### config.mk
export PLATFORM = sky130hd
export DESIGN_NAME = uart_rx_cfg
export DESIGN_NICKNAME = d
export VERILOG_FILES = /design/src/rtl/uart_rx_cfg.sv
export SDC_FILE = /design/constraint.sdc
export NUM_CORES = 1
export LEC_CHECK = 0
export BUFFER_PORTS_ARGS = -buffer_cell sky130_fd_sc_hd__buf_2
export CORE_MARGIN = 3
export CORE_UTILIZATION = 60
export DETAILED_ROUTE_END_ITERATION = 10
export PLACE_DENSITY_LB_ADDON = 0.25
export SLEW_MARGIN = 30
export SYNTH_ARGS = -nofsm -noshare
export SYNTH_HDL_FRONTEND = slang
export SYNTH_SLANG_ARGS = --single-unit
### constraint.sdc
create_clock -name clk -period 5.5 [get_ports clk]
set_input_delay 0.55 -clock clk [delete_from_list [all_inputs] [get_ports clk]]
set_output_delay 0.55 -clock clk [all_outputs]
set_load 0.01 [all_outputs]
### src/rtl/uart_rx_cfg.sv
// uart_rx_cfg: run-time configurable UART receiver with a show-ahead FIFO.
//   The frame format is selected at run time:
//     - bit period: CLK_PER_BIT << baud_sel
//     - 5..MAX_DATA data bits, sent LSB first
//     - optional even/odd parity bit
//     - one or two stop bits
//   Each bit is decided by a 3-sample majority vote around the middle of the bit.
//   Received words are queued in the FIFO with per-word parity and framing error flags.
// Ports:
//   clk, rst                     system clock, synchronous active-high reset
//   rx                           asynchronous serial input, idles high
//   baud_sel, data_len,          frame format, latched at each start edge
//   parity_en, parity_odd, stop2
//   rd_data, rd_perr, rd_ferr    FIFO head entry (zero while the FIFO is empty)
//   rd_valid, rd_ready           FIFO not empty / pop request
//   overrun                      one-cycle pulse when a word is dropped on a full FIFO
//   busy                         receiver FSM is not idle
module uart_rx_cfg #(
  parameter int CLK_PER_BIT = 32,
  parameter int MAX_DATA    = 9,
  parameter int FIFO_DEPTH  = 4
) (
  input  logic                clk,
  input  logic                rst,
  input  logic                rx,
  input  logic [1:0]          baud_sel,
  input  logic [3:0]          data_len,
  input  logic                parity_en,
  input  logic                parity_odd,
  input  logic                stop2,
  output logic [MAX_DATA-1:0] rd_data,
  output logic                rd_perr,
  output logic                rd_ferr,
  output logic                rd_valid,
  input  logic                rd_ready,
  output logic                overrun,
  output logic                busy
);
  // One extra bit so the counter can hold the longest period, CLK_PER_BIT << 3.
  localparam int CNT_W   = $clog2(CLK_PER_BIT * 8) + 1;
  localparam int PTR_W   = $clog2(FIFO_DEPTH);
  localparam int ENTRY_W = MAX_DATA + 2;
  localparam logic [3:0] MAX_LEN = 4'(MAX_DATA);

  typedef enum logic [2:0] {
    S_IDLE, S_START, S_DATA, S_PARITY, S_STOP1, S_STOP2, S_WAIT_HI, S_PUSH
  } state_t;

  state_t state_reg, state_next;

  logic rx_meta_reg, rx_s_reg, rx_prev_reg;
  logic [CNT_W-1:0] cnt_reg, period_reg, half;
  logic [3:0] len_reg, len_eff, bit_idx_reg;
  logic par_en_reg, par_odd_reg, stop2_reg;
  logic s0_reg, s1_reg, par_acc_reg, perr_reg, ferr_reg;
  logic [MAX_DATA-1:0] data_reg;
  logic start_det, at_s0, at_s1, at_mid, at_end, vote, last_bit, push;

  // Two-flop synchroniser; everything downstream only looks at rx_s_reg.
  always_ff @(posedge clk) begin
    if (rst) begin
      rx_meta_reg <= 1'b1;
      rx_s_reg    <= 1'b1;
      rx_prev_reg <= 1'b1;
    end else begin
      rx_meta_reg <= rx;
      rx_s_reg    <= rx_meta_reg;
      rx_prev_reg <= rx_s_reg;
    end
  end

  assign start_det = rx_prev_reg & ~rx_s_reg;
  assign half      = period_reg >> 1;
  assign at_s0     = (cnt_reg == half - CNT_W'(1));
  assign at_s1     = (cnt_reg == half);
  assign at_mid    = (cnt_reg == half + CNT_W'(1));
  assign at_end    = (cnt_reg == period_reg - CNT_W'(1));
  // The third sample is the live line value in the at_mid cycle.
  assign vote      = (s0_reg & s1_reg) | (s0_reg & rx_s_reg) | (s1_reg & rx_s_reg);
  assign last_bit  = (bit_idx_reg == len_reg - 4'd1);
  assign len_eff   = (data_len < 4'd5 || data_len > MAX_LEN) ? MAX_LEN : data_len;

  // FSM: state register
  always_ff @(posedge clk) begin
    if (rst) state_reg <= S_IDLE;
    else     state_reg <= state_next;
  end

  // FSM: next state. Stop bits leave at the mid-bit vote so the word is pushed early;
  // all other bits run to the end of their period.
  always_comb begin
    state_next = state_reg;
    case (state_reg)
      S_IDLE:    if (start_det) state_next = S_START;
      S_START: begin
        if (at_mid && vote) state_next = S_IDLE;      // false start
        else if (at_end)    state_next = S_DATA;
      end
      S_DATA:    if (at_end && last_bit) state_next = par_en_reg ? S_PARITY : S_STOP1;
      S_PARITY:  if (at_end) state_next = S_STOP1;
      S_STOP1: begin
        if (at_mid) begin
          if (!vote)           state_next = S_WAIT_HI;
          else if (!stop2_reg) state_next = S_PUSH;
        end else if (at_end) begin
          state_next = S_STOP2;                        // only reached with stop2 and a good stop
        end
      end
      S_STOP2:   if (at_mid) state_next = vote ? S_PUSH : S_WAIT_HI;
      S_WAIT_HI: if (rx_s_reg) state_next = S_PUSH;
      S_PUSH:    state_next = S_IDLE;
      default:   state_next = S_IDLE;
    endcase
  end

  // FSM: outputs
  always_comb begin
    busy = (state_reg != S_IDLE);
    push = (state_reg == S_PUSH);
  end

  // Bit timing, frame configuration and error accumulation.
  always_ff @(posedge clk) begin
    if (rst) begin
      cnt_reg     <= '0;
      period_reg  <= CNT_W'(CLK_PER_BIT);
      len_reg     <= MAX_LEN;
      par_en_reg  <= 1'b0;
      par_odd_reg <= 1'b0;
      stop2_reg   <= 1'b0;
      bit_idx_reg <= '0;
      s0_reg      <= 1'b1;
      s1_reg      <= 1'b1;
      par_acc_reg <= 1'b0;
      perr_reg    <= 1'b0;
      ferr_reg    <= 1'b0;
    end else if (state_reg == S_IDLE) begin
      if (start_det) begin
        // The detection cycle is count 0 of the start bit.
        cnt_reg     <= CNT_W'(1);
        period_reg  <= CNT_W'(CLK_PER_BIT) << baud_sel;
        len_reg     <= len_eff;
        par_en_reg  <= parity_en;
        par_odd_reg <= parity_odd;
        stop2_reg   <= stop2;
        bit_idx_reg <= '0;
        par_acc_reg <= 1'b0;
        perr_reg    <= 1'b0;
        ferr_reg    <= 1'b0;
      end
    end else begin
      cnt_reg <= at_end ? '0 : cnt_reg + CNT_W'(1);
      if (at_s0) s0_reg <= rx_s_reg;
      if (at_s1) s1_reg <= rx_s_reg;
      if (state_reg == S_DATA && at_mid) par_acc_reg <= par_acc_reg ^ vote;
      if (state_reg == S_DATA && at_end) bit_idx_reg <= bit_idx_reg + 4'd1;
      if (state_reg == S_PARITY && at_mid) perr_reg <= ((par_acc_reg ^ vote) != par_odd_reg);
      if ((state_reg == S_STOP1 || state_reg == S_STOP2) && at_mid && !vote) ferr_reg <= 1'b1;
    end
  end

  // Data bits land directly at their final position, so short words are right-aligned
  // and the unused upper bits stay at the zero they were cleared to at the start edge.
  for (genvar gi = 0; gi < MAX_DATA; gi++) begin : g_data
    always_ff @(posedge clk) begin
      if (rst)
        data_reg[gi] <= 1'b0;
      else if (state_reg == S_IDLE && start_det)
        data_reg[gi] <= 1'b0;
      else if (state_reg == S_DATA && at_mid && bit_idx_reg == 4'(gi))
        data_reg[gi] <= vote;
    end
  end

  // Show-ahead FIFO. Pointers carry one extra wrap bit to tell full from empty.
  logic [ENTRY_W-1:0] mem_reg [FIFO_DEPTH];
  logic [PTR_W:0] wr_ptr_reg, rd_ptr_reg;
  logic [ENTRY_W-1:0] head;
  logic empty, full, pop, push_ok, overrun_reg;

  assign empty   = (wr_ptr_reg == rd_ptr_reg);
  assign full    = (wr_ptr_reg[PTR_W] != rd_ptr_reg[PTR_W]) &&
                   (wr_ptr_reg[PTR_W-1:0] == rd_ptr_reg[PTR_W-1:0]);
  assign pop     = ~empty & rd_ready;
  // A pop in the same cycle frees the slot, so a push onto a full FIFO is still accepted.
  assign push_ok = push & (~full | pop);

  always_ff @(posedge clk) begin
    if (push_ok) mem_reg[wr_ptr_reg[PTR_W-1:0]] <= {ferr_reg, perr_reg, data_reg};
  end

  always_ff @(posedge clk) begin
    if (rst) begin
      wr_ptr_reg  <= '0;
      rd_ptr_reg  <= '0;
      overrun_reg <= 1'b0;
    end else begin
      if (push_ok) wr_ptr_reg <= wr_ptr_reg + 1'b1;
      if (pop)     rd_ptr_reg <= rd_ptr_reg + 1'b1;
      overrun_reg <= push & full & ~pop;
    end
  end

  // Head outputs are forced to zero while empty so stale memory never shows.
  assign head     = mem_reg[rd_ptr_reg[PTR_W-1:0]];
  assign rd_valid = ~empty;
  assign rd_data  = empty ? '0 : head[MAX_DATA-1:0];
  assign rd_perr  = ~empty & head[MAX_DATA];
  assign rd_ferr  = ~empty & head[MAX_DATA+1];
  assign overrun  = overrun_reg;
endmodule

==> flow_summary.json <==
{
  "status": "finished clean",
  "drv_slew": 0,
  "hp-start": "rx",
  "placed_cells": 515,
  "grt_max_degree": 28,
  "drtIter0Drc": 105,
  "layout_commonest_cell": "dfxtp_1",
  "peakVddDrop_mv": 0.171,
  "async_flop_share": 0,
  "cts_tree": "yes",
  "cp-start-kind": "register",
  "post_cts_buffers": 0,
  "core_area_um2": 7370,
  "yosysUniqueCellTypes": 61,
  "n_antenna_cell": 0,
  "drc_errors": 0,
  "fin_skew_ps": 11.1,
  "clk_pin_slew_ps": 90,
  "antenna_found_initial": 0,
  "dpl.hpwl_mm": 5.79,
  "ant_nets": 0,
  "synth_top_area_frac": 0.286,
  "yosys_warnings": 0,
  "setup_ws_ps": 2900,
  "num-nets-final": 454,
  "rrSetupSlack_ps": 3180,
  "clk_latency_ps": 370,
  "netlist_instances": 410,
  "final_cells": 531,
  "hold_slack_ps": 363,
  "synth_compound_area_frac": 0.0878,
  "drv_cap": 0,
  "fin_setup_tns_ps": 0,
  "io_buffers": 26,
  "worst_pin_slew_ps": 729,
  "rows": 31,
  "slew_headroom": 0.507,
  "fmax_ghz": 0.385,
  "routed-via-count": 2976,
  "wl_met1_mm": 3.74,
  "final_area_um2": 4960,
  "avgSynthCellArea_um2": 11.3,
  "die_w_um": 93.7,
  "ys_seq_area_frac": 0.516,
  "htree_levels": 3,
  "wl_per_cell_um": 15.2,
  "grt_use_total": 0.199,
  "r2r_end": "data_reg[7]$_SDFFE_PP0P_",
  "dpl_cell_area_um2": 4780,
  "worstPathArrival_ps": 2050,
  "worst_setup_path_end_kind": "output port",
  "synth-simple-area-share": 0.184,
  "synth-seq-cells": 97,
  "largest_register_ffs": 44,
  "final-hold-violation-count": 0,
  "synth_top_family_by_area": "simple AND/OR/NAND/NOR gates",
  "clock-sinks": 97,
  "synth_xor_area_frac": 0.0642,
  "cp_max_fo": 11,
  "dr.max_layer_used": "met4",
  "cts-root-buf": "clkbuf_8",
  "io_pins": 27,
  "ctsResizeCount": 0,
  "dieArea_um2": 8790,
  "crit_type": "register to output port",
  "final_layout_size_suffix_gt1_frac": 0.174,
  "grt_pass1_wl_mm": 13.6,
  "cts_buffers": 9,
  "synth_mux_area_frac": 0.0759,
  "p_leak_nw": 1.78,
  "min_path_type": "input pin to register",
  "synth_edf_count": 44,
  "die_height_um": 93.7,
  "setup-violations-final": 0,
  "layout_common_cells": "dfxtp_1 (53), edfxtp_1 (44), nand2_1 (39)",
  "grt_pass1_vias": 2716,
  "layout-area-overhead-vs-synth_pct": 7.48,
  "clockBufferDepth": 2,
  "reg2reg_from": "state_reg[1]$_SDFFE_PP0P_",
  "initial_core_util": 0.627,
  "place.gp.congestion": 0.872,
  "synth-adder-area-share": 0.0379,
  "met3RoutedLength_um": 270,
  "overflow": 0,
  "synth_top_area_cell": "edfxtp_1",
  "dp_slack_ps": 3200,
  "wl_mm": 8.05,
  "period_needed_ps": 2600,
  "syn_area_um2": 4620,
  "synth.net_count": 437,
  "crit_required_ps": 4950,
  "rsz0062_at_grt": "no",
  "whs_path_depth": 2,
  "ctsHoldBuffers": 0,
  "fin_crit_sh": 0.473,
  "dr.pass1.iters": 4,
  "synth_area_leaders": "edfxtp_1 (29%), dfxtp_1 (23%), mux4_2 (5.4%)",
  "worstHoldEndpoint": "rx_meta_reg$_SDFF_PP1_",
  "synth_ff_type": "dfxtp_1",
  "via_per_inst": 5.60,
  "power.density_nw_per_um2": 311,
  "dr_wl_met2_mm": 3.90,
  "reg2reg_depth": 5
}
cell usage after synthesis (all sizes together) (8+ instances only):
master,n
buf,10
nand3,21
nor3,10
edfxtp,44
mux2i,8
a21oi,17
ha,14
xnor2,27
o21ai,10
nor2,30
mux4,11
clkbuf,10
nor2b,16
dfxtp,53
nand2,40
inv,15
stage by stage:
stage / total power (W) / utilization
4_1_cts: 0.00155 / 0.674
5_1_grt: 0.00162 / 0.674
2_1_floorplan: 0.00106 / -
3_5_place_dp: 0.00112 / 0.648
6_report: 0.00154 / 0.674
3_3_place_gp: 0.00111 / 0.647
how the worst max path moves through the flow:
stage | endpoint | slack (ps)
6_report | rd_data[3] | 2900
5_1_grt | rd_data[3] | 2720
4_1_cts | rd_data[3] | 2830
3_5_place_dp | data_reg[6]$_SDFFE_PP0P_ | 3200
3_3_place_gp | data_reg[6]$_SDFFE_PP0P_ | 3040
2_1_floorplan | state_reg[1]$_SDFFE_PP0P_ | 3610
routing by layer:
layer | up-vias | global-route usage
li1 | 1499 | -
met1 | 1415 | 0.273
met2 | 50 | 0.323
met3 | 12 | 0.0288
met4 | 0 | 0.0722
met5 | - | 0
power by group:
group	internal (W)	total, W	switching (W)
logic	0.000115	0.000288	0.000173
registers	0.000769	0.000818	0.0000493
clock network	0.000174	0.000436	0.000263
total	0.00106	0.00154	0.000485
critical path: stages, from the launching register on:
cell and delay, ps:
dfxtp_1 800, mux4_2 590, nor2b_1 140, buf_2 160
cells by family (layout without fill, tap and decap cells):
family	after synthesis	after routing
and+or+nand+nor	152	152
DFF	97	97
AOI/OAI and AO/OA	58	58
buffers and inverters	35	57
xor gates and xnor gates	33	33
muxes	21	21
adders and majority gates	14	14
area by class of cell:
| class | instances | area [um^2] |
|---|---|---|
| clock buffer | 9 | 124 |
| clock inverter | 7 | 62.6 |
| fill | 563 | 2410 |
| inverter | 15 | 56.3 |
| multi-input combinational | 278 | 2080 |
| sequential | 97 | 2380 |
| tap | 99 | 124 |
| timing repair buffer | 26 | 130 |
No activity file was read; power rests on OpenSTA's default activity.
